## src/rtl/core_ctrl_pkg.sv

```systemverilog
// Shared encodings for the core run controller: command opcodes, controller
// states and small state-classification helpers.
package core_ctrl_pkg;

  typedef enum logic [1:0] {
    OP_LOAD  = 2'b00,
    OP_RUN   = 2'b01,
    OP_STOP  = 2'b10,
    OP_CLEAR = 2'b11
  } cmd_op_e;

  typedef enum logic [2:0] {
    ST_IDLE  = 3'd0,
    ST_LOAD  = 3'd1,
    ST_RUN   = 3'd2,
    ST_CLEAR = 3'd3,
    ST_DONE  = 3'd4
  } ctrl_state_e;

  // States in which a new LOAD/RUN/CLEAR may start.
  function automatic logic is_rest_state(input ctrl_state_e st);
    return (st == ST_IDLE) || (st == ST_DONE);
  endfunction

  // States that present cmd_ready; LOAD and CLEAR are short fixed sequences.
  function automatic logic is_ready_state(input ctrl_state_e st);
    return (st == ST_IDLE) || (st == ST_RUN) || (st == ST_DONE);
  endfunction

endpackage

```

## src/rtl/core_run_ctrl_if.sv

```systemverilog
// Command channel of the core run controller (valid/ready handshake).
interface core_run_ctrl_if
  import core_ctrl_pkg::*;
#(
  parameter int IMEM_AW = 4
);
  logic               cmd_valid;
  logic               cmd_ready;
  cmd_op_e            cmd_op;
  logic [IMEM_AW-1:0] cmd_addr;
  logic [31:0]        cmd_data;

  modport master (output cmd_valid, cmd_op, cmd_addr, cmd_data, input cmd_ready);
  modport slave  (input cmd_valid, cmd_op, cmd_addr, cmd_data, output cmd_ready);
endinterface

```

## src/rtl/run_budget_counter.sv

```systemverilog
// Remaining-budget down-counter paired with the run-cycle up-counter.
// expire flags the edge on which the last budgeted run_pc cycle is counted.
module run_budget_counter (
  input  logic        clk,
  input  logic        reset_n,
  input  logic        load,
  input  logic [31:0] N,
  input  logic        enable,
  output logic        expire,
  output logic [31:0] count
);

  logic [31:0] remaining_r;
  logic [31:0] count_r;

  assign expire = enable && (remaining_r == 32'd1);
  assign count  = count_r;

  // Load a fresh budget (clearing the count) or step both counters per enabled cycle.
  always_ff @(posedge clk or negedge reset_n) begin
    if (!reset_n) begin
      remaining_r <= 32'd0;
      count_r     <= 32'd0;
    end else if (load) begin
      remaining_r <= N;
      count_r     <= 32'd0;
    end else if (enable) begin
      remaining_r <= remaining_r - 32'd1;
      count_r     <= count_r + 32'd1;
    end else begin
      remaining_r <= remaining_r;
      count_r     <= count_r;
    end
  end

endmodule

```

## src/rtl/core_run_ctrl.sv

```systemverilog
// Core run controller: loads instruction words, runs the datapath for a
// cycle budget, stops on request and pulses the data-memory reset on CLEAR.
// Registered outputs are decodes of the next state, so each one changes on
// the same edge the controller enters or leaves the matching state.
module core_run_ctrl
  import core_ctrl_pkg::*;
#(
  parameter int IMEM_AW    = 4,
  parameter int CLR_CYCLES = 2
) (
  input  logic               clk,
  input  logic               reset_n,
  core_run_ctrl_if.slave     cmd,
  output logic               instruction_write,
  output logic [IMEM_AW-1:0] instruction_addr,
  output logic [31:0]        instruction_data,
  output logic               run_pc,
  output logic               mem_reset_n,
  output logic               busy,
  output logic               done,
  output logic               err,
  output logic [31:0]        cycle_count
);

  localparam int CLR_W = (CLR_CYCLES > 1) ? $clog2(CLR_CYCLES) : 1;

  ctrl_state_e        state_r;
  ctrl_state_e        state_nxt_s;
  logic [CLR_W-1:0]   clr_cnt_r;
  logic [CLR_W-1:0]   clr_cnt_nxt_s;
  cmd_op_e            op_s;
  logic               accept_s;
  logic               err_set_s;
  logic               err_clr_s;
  logic               budget_load_s;
  logic               budget_expire_s;
  logic               load_cap_s;

  logic               run_pc_s;
  logic               iw_s;
  logic               mem_reset_n_s;
  logic               done_s;
  logic               err_s;
  logic [IMEM_AW-1:0] iaddr_s;
  logic [31:0]        idata_s;

  logic               run_pc_r;
  logic               iw_r;
  logic               mem_reset_n_r;
  logic               done_r;
  logic               err_r;
  logic [IMEM_AW-1:0] iaddr_r;
  logic [31:0]        idata_r;

  // Ready is withheld while reset is asserted even though the state reads IDLE.
  assign cmd.cmd_ready = reset_n && is_ready_state(state_r);
  assign busy          = (state_r == ST_LOAD) || (state_r == ST_RUN) || (state_r == ST_CLEAR);
  assign accept_s      = cmd.cmd_valid && cmd.cmd_ready;
  assign op_s          = cmd.cmd_op;

  assign instruction_write = iw_r;
  assign instruction_addr  = iaddr_r;
  assign instruction_data  = idata_r;
  assign run_pc            = run_pc_r;
  assign mem_reset_n       = mem_reset_n_r;
  assign done              = done_r;
  assign err               = err_r;

  run_budget_counter u_budget (
    .clk     (clk),
    .reset_n (reset_n),
    .load    (budget_load_s),
    .N       (cmd.cmd_data),
    .enable  (run_pc_r),
    .expire  (budget_expire_s),
    .count   (cycle_count)
  );

  // State register and CLEAR hold counter.
  always_ff @(posedge clk or negedge reset_n) begin
    if (!reset_n) begin
      state_r   <= ST_IDLE;
      clr_cnt_r <= {CLR_W{1'b0}};
    end else begin
      state_r   <= state_nxt_s;
      clr_cnt_r <= clr_cnt_nxt_s;
    end
  end

  // Next-state decode; commands that arrive mid-run other than STOP are flagged and dropped.
  always_comb begin
    state_nxt_s   = state_r;
    clr_cnt_nxt_s = clr_cnt_r;
    err_set_s     = 1'b0;
    err_clr_s     = 1'b0;
    budget_load_s = 1'b0;
    load_cap_s    = 1'b0;
    case (state_r)
      ST_IDLE, ST_DONE: begin
        if (accept_s && is_rest_state(state_r)) begin
          case (op_s)
            OP_LOAD: begin
              state_nxt_s = ST_LOAD;
              load_cap_s  = 1'b1;
            end
            OP_RUN: begin
              budget_load_s = 1'b1;
              if (cmd.cmd_data != 32'd0) begin
                state_nxt_s = ST_RUN;
              end else begin
                state_nxt_s = ST_DONE;
              end
            end
            OP_CLEAR: begin
              state_nxt_s   = ST_CLEAR;
              clr_cnt_nxt_s = CLR_W'(CLR_CYCLES - 1);
              err_clr_s     = 1'b1;
            end
            default: begin
              state_nxt_s = state_r;
            end
          endcase
        end else begin
          state_nxt_s = state_r;
        end
      end
      ST_LOAD: begin
        state_nxt_s = ST_IDLE;
      end
      ST_RUN: begin
        if (accept_s && (op_s != OP_STOP)) begin
          err_set_s = 1'b1;
        end else begin
          err_set_s = 1'b0;
        end
        if (budget_expire_s || (accept_s && (op_s == OP_STOP))) begin
          state_nxt_s = ST_DONE;
        end else begin
          state_nxt_s = ST_RUN;
        end
      end
      ST_CLEAR: begin
        if (clr_cnt_r == {CLR_W{1'b0}}) begin
          state_nxt_s = ST_IDLE;
        end else begin
          clr_cnt_nxt_s = clr_cnt_r - CLR_W'(1);
        end
      end
      default: begin
        state_nxt_s = ST_IDLE;
      end
    endcase
  end

  // Output decode: next-cycle values of every registered output.
  always_comb begin
    run_pc_s      = (state_nxt_s == ST_RUN);
    iw_s          = (state_nxt_s == ST_LOAD);
    mem_reset_n_s = (state_nxt_s != ST_CLEAR);
    done_s        = (state_nxt_s == ST_DONE);
    if (err_clr_s) begin
      err_s = 1'b0;
    end else if (err_set_s) begin
      err_s = 1'b1;
    end else begin
      err_s = err_r;
    end
    if (load_cap_s) begin
      iaddr_s = cmd.cmd_addr;
      idata_s = cmd.cmd_data;
    end else begin
      iaddr_s = iaddr_r;
      idata_s = idata_r;
    end
  end

  // Output registers; reset drops run_pc and the write strobe immediately.
  always_ff @(posedge clk or negedge reset_n) begin
    if (!reset_n) begin
      run_pc_r      <= 1'b0;
      iw_r          <= 1'b0;
      mem_reset_n_r <= 1'b0;
      done_r        <= 1'b0;
      err_r         <= 1'b0;
      iaddr_r       <= {IMEM_AW{1'b0}};
      idata_r       <= 32'd0;
    end else begin
      run_pc_r      <= run_pc_s;
      iw_r          <= iw_s;
      mem_reset_n_r <= mem_reset_n_s;
      done_r        <= done_s;
      err_r         <= err_s;
      iaddr_r       <= iaddr_s;
      idata_r       <= idata_s;
    end
  end

endmodule

```

## src/flat_wrapper.sv

```systemverilog
// flat-port wrapper written by rule: the top's interface ports become plain ports
module core_run_ctrl_flat import core_ctrl_pkg::*;
#(
  parameter int IMEM_AW    = 4,
  parameter int CLR_CYCLES = 2
)
  (clk, reset_n, instruction_write, instruction_addr, instruction_data, run_pc, mem_reset_n, busy, done, err, cycle_count, cmd_cmd_valid, cmd_cmd_op, cmd_cmd_addr, cmd_cmd_data, cmd_cmd_ready);
  core_run_ctrl_if #(.IMEM_AW(IMEM_AW)) cmd_i ();
  input  logic clk;
  input  logic reset_n;
  output logic instruction_write;
  output logic [IMEM_AW-1:0] instruction_addr;
  output logic [31:0] instruction_data;
  output logic run_pc;
  output logic mem_reset_n;
  output logic busy;
  output logic done;
  output logic err;
  output logic [31:0] cycle_count;
  input wire logic [$bits(cmd_i.cmd_valid)-1:0] cmd_cmd_valid;
  input wire logic [$bits(cmd_i.cmd_op)-1:0] cmd_cmd_op;
  input wire logic [$bits(cmd_i.cmd_addr)-1:0] cmd_cmd_addr;
  input wire logic [$bits(cmd_i.cmd_data)-1:0] cmd_cmd_data;
  output wire logic [$bits(cmd_i.cmd_ready)-1:0] cmd_cmd_ready;
  assign cmd_i.cmd_valid = cmd_cmd_valid;
  assign cmd_i.cmd_op = cmd_cmd_op;
  assign cmd_i.cmd_addr = cmd_cmd_addr;
  assign cmd_i.cmd_data = cmd_cmd_data;
  assign cmd_cmd_ready = cmd_i.cmd_ready;
  core_run_ctrl #(.IMEM_AW(IMEM_AW), .CLR_CYCLES(CLR_CYCLES)) u_core (.clk(clk), .reset_n(reset_n), .cmd(cmd_i), .instruction_write(instruction_write), .instruction_addr(instruction_addr), .instruction_data(instruction_data), .run_pc(run_pc), .mem_reset_n(mem_reset_n), .busy(busy), .done(done), .err(err), .cycle_count(cycle_count));
endmodule
```

## config.mk

```make
export PLATFORM = sky130hd
export DESIGN_NAME = core_run_ctrl_flat
export DESIGN_NICKNAME = d
export VERILOG_FILES = /design/src/rtl/core_ctrl_pkg.sv /design/src/rtl/core_run_ctrl_if.sv /design/src/rtl/run_budget_counter.sv /design/src/rtl/core_run_ctrl.sv /design/src/flat_wrapper.sv
export SDC_FILE = /design/constraint.sdc
export NUM_CORES = 1
export LEC_CHECK = 0
export CELL_PAD_IN_SITES_DETAIL_PLACEMENT = 1
export CELL_PAD_IN_SITES_GLOBAL_PLACEMENT = 1
export CORE_MARGIN = 2
export CORE_UTILIZATION = 25
export DETAILED_ROUTE_END_ITERATION = 8
export GPL_TIMING_DRIVEN = 0
export PLACE_DENSITY_LB_ADDON = 0.1
export REMOVE_ABC_BUFFERS = 1
export SYNTH_ARGS = -nofsm -noshare
export SYNTH_HDL_FRONTEND = slang
export SYNTH_HIERARCHICAL = 1
export SYNTH_SLANG_ARGS = --single-unit
```

## constraint.sdc

```tcl
create_clock -name clk -period 3.97 [get_ports clk]
set_input_delay 0.5955 -clock clk [delete_from_list [all_inputs] [get_ports clk]]
set_output_delay 0.5955 -clock clk [all_outputs]
set_load 0.02 [all_outputs]
```

==> metrics, run 1 <==
Max-slew headroom=0.3392; HP Class=input pin to async pin; Site Rows=55; max incr delay on CP=0.59 ns; Hold-fix buffers, CTS=0; switching pwr=roughly 1.6 mW; total track usage=0.1458; delay-heaviest family, CP=simple AND/OR/NAND/NOR gates; share of cells above drive strength 1=0.1174; ANT cells=0; sequential cell area fraction in the yosys report=0.4727; EDFF count, synth=0; post-route insts no fill=941; endpoints failing setup=0; initial antenna violation count=0; Die H=about 160 µm; final max-slew violation count=0; first-pass GRT wire length=approximately 28000 µm; H-tree depth=3; period utilization=0.9086; RSZ-0062 raised after global routing=false; TritonRoute pass-1 iters=4; commonest register cell after synthesis=dfrtp_1; TritonCTS buffer count=9; io pins=between 100 and 150; Net Sw Frac=0.3603; Synth Cell Area=about 5800 µm²; Clock transition at path regs=0.08 ns; worst setup margin=roughly 0.36 ns; post-route cell area=between 7000 and 8000 µm²; Internal=~2.9 mW; DRT iter0 DRCs=roughly 190; core area=about 23000 µm²; Synth cell types=slightly above 60; Setup WS pre-CTS=-0.3414 ns; power density cells=599.2 nW/µm²; Worst R2R Start=u_core/state_r[0]$_DFF_PN0_; CTS root buf=clkbuf_16; Warnings, synthesis=6; Final Hold Fails=0; Gates resized, CTS repair=0; max_cap viols=0; area grow syn2layout=29.55%; Sequential Power Share=0.425; routed wire length=about 17000 µm; placed insts=between 900 and 1000; startpoint types=input pin; crit-path max FO=54; Avg Inst Size Synth=10.47 µm²; I/O Buffers=about 120; Setup crit end kind=flip-flop; routability cong.=0.7356; Post-route DRC=0; Worst Skew=approximately 0.013 ns; setup bufs post-CTS=0; Clock Power Share=0.206; dpl hpwl=about 12000 µm; initial cell density of the core=0.2549; status=finished, final reports clean; fmax=0.2772 GHz; routed via count=slightly below 5000; FF-to-FF End=u_core/u_budget/count[31]$_DFFE_PN0P_; CTS tree=yes; crit-path cells=buf_6, and4bb_4, and2_2, buf_12, o2111a_1, nand4_1, or4_1, a21oi_1; vias in the first global route=between 5000 and 6000; Post-DRT Antenna Nets=0; worst slew pin tran=0.9901 ns; fin crit period=3.607 ns; critical path type=input pin to flip-flop; nets=700; CP Data Required Time=roughly 4.3 ns; Leak=~2.8 nW; Gate power share=0.369; Levels on crit path=8; CP bufs+invs=2; buffer depth of the longest clock path=2; DP Area=7172 µm²; setup slack, reg-to-reg=between 0.5 and 0.6 ns; Synth Instances=~550; Max rail drop VDD=about 0.26 mV; Register-to-Register Path Depth=7; arrival time at the worst endpoint=between 3 and 4 ns; Die ar.=between 20000 and 25000 µm²; fraction of synthesis flops using an asynchronous set or reset pin=1.000; DR vias/cell=a little over 5; CTS Sinks=approximately 110; Slowest cell on crit path=and2_2; wire length per cell=18.01 µm; Hold Slack=0.1925 ns; largest net degree at the start of global routing=just over 60; grt total ovfl=0; Die W=155.9 µm; Yosys reg bits=around 110; clock insertion delay at the later pin of the skew report=0.35 ns
-- final cells by class --
type                    instances  area, µm²
fillers                      2521      15160
multi-input cells             403       2834
flip-flops and latches        109       2728
repair buffers                120       1235
well taps                     285      356.6
clock buffers                   9      225.2
clock inverters                 6      63.81
inverters                       9      33.78
-- sequential cells by signal (all words and copies together) (netlist names) --
register                     cells
u_core/instruction_data         32
u_core/u_budget/count           32
u_core/u_budget/remaining_r     32
u_core/instruction_addr          4
u_core/state_r                   3
u_core/clr_cnt_r                 1
u_core/done                      1
u_core/err                       1
u_core/instruction_write         1
u_core/mem_reset_n               1
u_core/run_pc                    1
-- kinds of logic (layout without fill, tap and decap cells) --
group / count (synthesis) / after routing / share of synthesized area
and+or+nand+nor: 233 / 233 / 0.2327
DFF: 109 / 109 / 0.4727
AOI/OAI and AO/OA: 101 / 101 / 0.1130
buffers and inverters: 39 / 144 / 0.03664
muxes: 38 / 38 / 0.09345
xor gates and xnor gates: 24 / 24 / 0.03643
adders and majority gates: 7 / 7 / 0.01518
-- layout by cell type (no fill, tap or decap), types with 8 or more instances in the layout --
cell,n
a21oi_1,23
nand2_1,43
nor2_1,44
clkbuf_16,9
dfrtp_1,109
a31oi_1,16
nand3_1,21
nand4_1,20
o21ai_0,22
inv_1,9
clkdlybuf4s50_1,114
xor2_1,16
mux2_4,30
nor4_1,13
xnor2_1,8
o31ai_1,25
nor3_1,9
or3_1,10
or4_1,28
-- through the flow --
step | utilization | power (mW) | TNS, ns
floorplan | - | 2.788 | 0
global placement | 0.3136 | 3.539 | -812.13
detailed placement | 0.3168 | 3.589 | -2.351
CTS | 0.3295 | 4.551 | 0
global route | 0.3302 | 4.800 | 0
finish | 0.3302 | 4.480 | 0
-- worst reg2reg max path, stage by stage, from the launching register on --
cell and delay, ns:
dfrtp_1 0.50, and4bb_4 0.40, and2_2 0.59, buf_12 0.30, o2111a_1 0.49, nand4_1 0.36
or4_1 0.56, a21oi_1 0.15
-- routing by layer --
metal	GRT usage	wire length [µm]	up-vias	part of all wire
li1	-	-	2262	-
met1	0.2022	8357	2466	0.49
met2	0.2335	7833	85	0.46
met3	0.03306	647	7	0.038
met4	0.03014	108	0	0.0064
met5	0	0	-	0
-- how the worst max path moves through the flow --
stage / start / to
final: reset_n / u_core/u_budget/count[31]$_DFFE_PN0P_
after CTS: reset_n / u_core/u_budget/count[20]$_DFFE_PN0P_
after global placement: reset_n / u_core/u_budget/remaining_r[30]$_DFFE_PN0P_
after floorplan: cmd_cmd_valid / u_core/u_budget/count[18]$_DFFE_PN0P_
after global routing: reset_n / u_core/u_budget/count[31]$_DFFE_PN0P_
after detailed placement: reset_n / u_core/u_budget/count[20]$_DFFE_PN0P_
-- cells in the mapped netlist, drive strengths merged, types with 3 or more instances --
cell type	n	area [µm²]
a21oi	23	115.1
a31oi	16	100.1
and2	3	20.02
and3	6	37.54
and4	6	52.55
buf	10	78.81
clkbuf	18	78.82
dfrtp	109	2728
ha	7	87.58
inv	9	33.78
mux2	37	529.3
nand2	43	161.4
nand2b	5	31.28
nand3	22	122.6
nand4	20	125.1
nor2	44	165.2
nor2b	3	18.77
nor3	9	45.04
nor4	15	115.1
o211ai	4	30.03
o21ai	22	110.1
o31ai	25	187.7
or3	12	77.57
or4	32	250.2
xnor2	8	70.07
xor2	16	140.1
-- power groups by stage --
stage	registers (mW)	logic (mW)	clock network [mW]
global route	1.98	1.81	1.01
detailed placement	1.93	1.66	0
CTS	1.91	1.67	0.964
global placement	1.91	1.63	0
finish	1.91	1.65	0.923
floorplan	2.10	0.693	0
Power figures use the tool's default switching activity.
==> run 2, diff against run 1 <==
--- a/config.mk
+++ b/config.mk
@@ -13,6 +13,7 @@
 export GPL_TIMING_DRIVEN = 0
 export PLACE_DENSITY_LB_ADDON = 0.1
 export REMOVE_ABC_BUFFERS = 1
+export SETUP_SLACK_MARGIN = 0.4
 export SYNTH_ARGS = -nofsm -noshare
 export SYNTH_HDL_FRONTEND = slang
 export SYNTH_HIERARCHICAL = 1
==> run 2 against run 1 <==
Compared with the run above:
- first-iteration DRC count shrank 6.8%
- worst setup slack gained 0.24 ns
- critical path type unchanged
- cell area is essentially flat
- die area is the same
- register-to-register slack gained 0.22 ns
- flip-flop and latch count is the same
- worst hold slack lost 0.044 ns
- core utilization is essentially flat
- clock-buffer cell count is the same
- critical path depth is the same
- global-route usage grew 0.053 points
==> metrics, run 2 (synthesis gave the netlist of run 1 again) <==
share of cells above drive strength 1=0.1174; Final Hold Fails=0; Final Power=4.481 mW; Setup WS pre-CTS=-0.3414 ns; period utilization=0.8485; DP Area=between 7000 and 8000 µm²; Internal=2.866 mW; routed wire length=around 17000 µm; worst setup margin=about 0.60 ns; core area=about 23000 µm²; Worst Skew=between 0.01 and 0.015 ns; Site Rows=55; Setup crit end kind=flip-flop; Post-DRT Antenna Nets=0; Die ar.=about 24000 µm²; HP Class=input pin to async pin; dpl hpwl=roughly 12000 µm; RSZ-0062 raised after global routing=false; wire length per cell=between 15 and 20 µm; vias in the first global route=5232; DRT iter0 DRCs=between 150 and 200; most frequent cells in the layout=clkdlybuf4s50_1 (114), dfrtp_1 (109), nor2_1 (44); crit-path max FO=39; clock insertion delay at the later pin of the skew report=about 0.35 ns; DR vias/cell=about 5.1; worst slew pin tran=0.9816 ns; area of the multi-input gates=around 2800 µm²; Net Sw Frac=0.3603; TritonRoute pass-1 iters=4; H-tree depth=3; Sequential Power Share=0.425; Post-route DRC=0; fmax=between 0.2 and 0.3 GHz; CP Data Required Time=4.25 ns; Max rail drop VDD=roughly 0.26 mV; arrival time at the worst endpoint=about 3.7 ns; startpoint types=input pin; first-pass GRT wire length=~28000 µm; TritonCTS buffer count=9; initial cell density of the core=0.2549; fillers=2516; critical path type=input pin to flip-flop; Leak=around 2.8 nW; Register-to-Register Path Depth=7; fin crit period=3.368 ns; largest net degree at the start of global routing=62; I/O Buffers=115; status=finished, final reports clean; max incr delay on CP=about 0.56 ns; Die W=about 160 µm; switching pwr=around 1.6 mW; crit-path cells=clkdlybuf4s50_1, and4bb_4, and2_4, buf_12, o2111a_1, nand4_1, or4_1, a21oi_1; routed via count=between 4000 and 5000; initial antenna violation count=0; ANT cells=0; power density cells=approximately 600 nW/µm²; CTS tree=yes; routability cong.=between 0.7 and 0.8; io pins=between 100 and 150; Die H=155.9 µm; Clock Power Share=0.206; Clock transition at path regs=~0.08 ns; grt total ovfl=0; final max-slew violation count=0; buffer depth of the longest clock path=2; total track usage=0.1463; Slowest cell on crit path=or4_1; area grow syn2layout=29.64%; endpoints failing setup=0; register area=2728 µm²; Max-slew headroom=0.3449; Gate power share=0.369; nets=700; max_cap viols=0; CTS root buf=clkbuf_16; post-route cell area=around 7500 µm²; commonest non-fill, non-tap cell in the layout=clkdlybuf4s50_1; CTS Sinks=between 100 and 150
==> run 2: area by class of cell <==
class,instances,area share
Clock inverter,6,0.008530
Inverter,9,0.004516
Multi-Input combinational cell,403,0.3790
Clock buffer,9,0.03011
Sequential cell,109,0.3646
Timing Repair Buffer,120,0.1656
Tap cell,285,0.04767
==> run 2: repair_timing <==
item / CTS / global route
buffers inserted: 2 / 0
gates cloned: 0 / 0
setup endpoints to repair: 10 / 3
pin swaps: 1 / 0
hold buffers: 0 / 0
resized for setup: 1 / 2
==> run 2: metal layers <==
| metal | up-vias | track usage | wire (µm) |
|---|---|---|---|
| met3 | 5 | 0.03306 | 615 |
| met4 | 0 | 0.02840 | 87 |
| met5 | - | 0 | 0 |
| li1 | 2266 | - | - |
| met1 | 2476 | 0.2027 | 8384 |
| met2 | 81 | 0.2356 | 7906 |
==> run 2: final timing paths <==
path,startpoint,endpoint,slack [ns]
setup / recovery,cmd_cmd_valid,u_core/u_budget/count[31]$_DFFE_PN0P_,0.60
hold / removal,reset_n,u_core/u_budget/count[22]$_DFFE_PN0P_,0.15
setup reg to reg,u_core/state_r[0]$_DFF_PN0_,u_core/u_budget/count[31]$_DFFE_PN0P_,0.77
hold reg to reg,u_core/instruction_data[20]$_DFFE_PN0P_,u_core/instruction_data[20]$_DFFE_PN0P_,0.52
max in group asynchronous,reset_n,u_core/u_budget/count[10]$_DFFE_PN0P_,3.13
min in group clk,u_core/instruction_data[20]$_DFFE_PN0P_,u_core/instruction_data[20]$_DFFE_PN0P_,0.52
==> run 2: per-stage QoR <==
step	utilization	setup TNS, ns	hold slack [ns]	std cells
after floorplan	-	0	0.2999	521
after global placement	0.3136	-812.13	0.4932	921
after detailed placement	0.3168	-2.351	0.4952	924
after CTS	0.3303	0	0.2114	941
after global routing	0.3304	0	0.1744	941
final	0.3304	0	0.1483	941
==> run 2: critical path, delay by kind of cell <==
family,cells,cell delay (ns)
simple gates,4,1.62
compound gates,2,0.61
buf+inv,2,0.78
==> run 2: power groups by stage <==
stage / Sequential (mW) / Clock [mW] / Combinational (mW)
2_1_floorplan: 2.10 / 0 / 0.693
4_1_cts: 1.91 / 0.964 / 1.68
3_3_place_gp: 1.91 / 0 / 1.63
3_5_place_dp: 1.93 / 0 / 1.66
6_report: 1.90 / 0.923 / 1.65
5_1_grt: 1.98 / 1.01 / 1.81
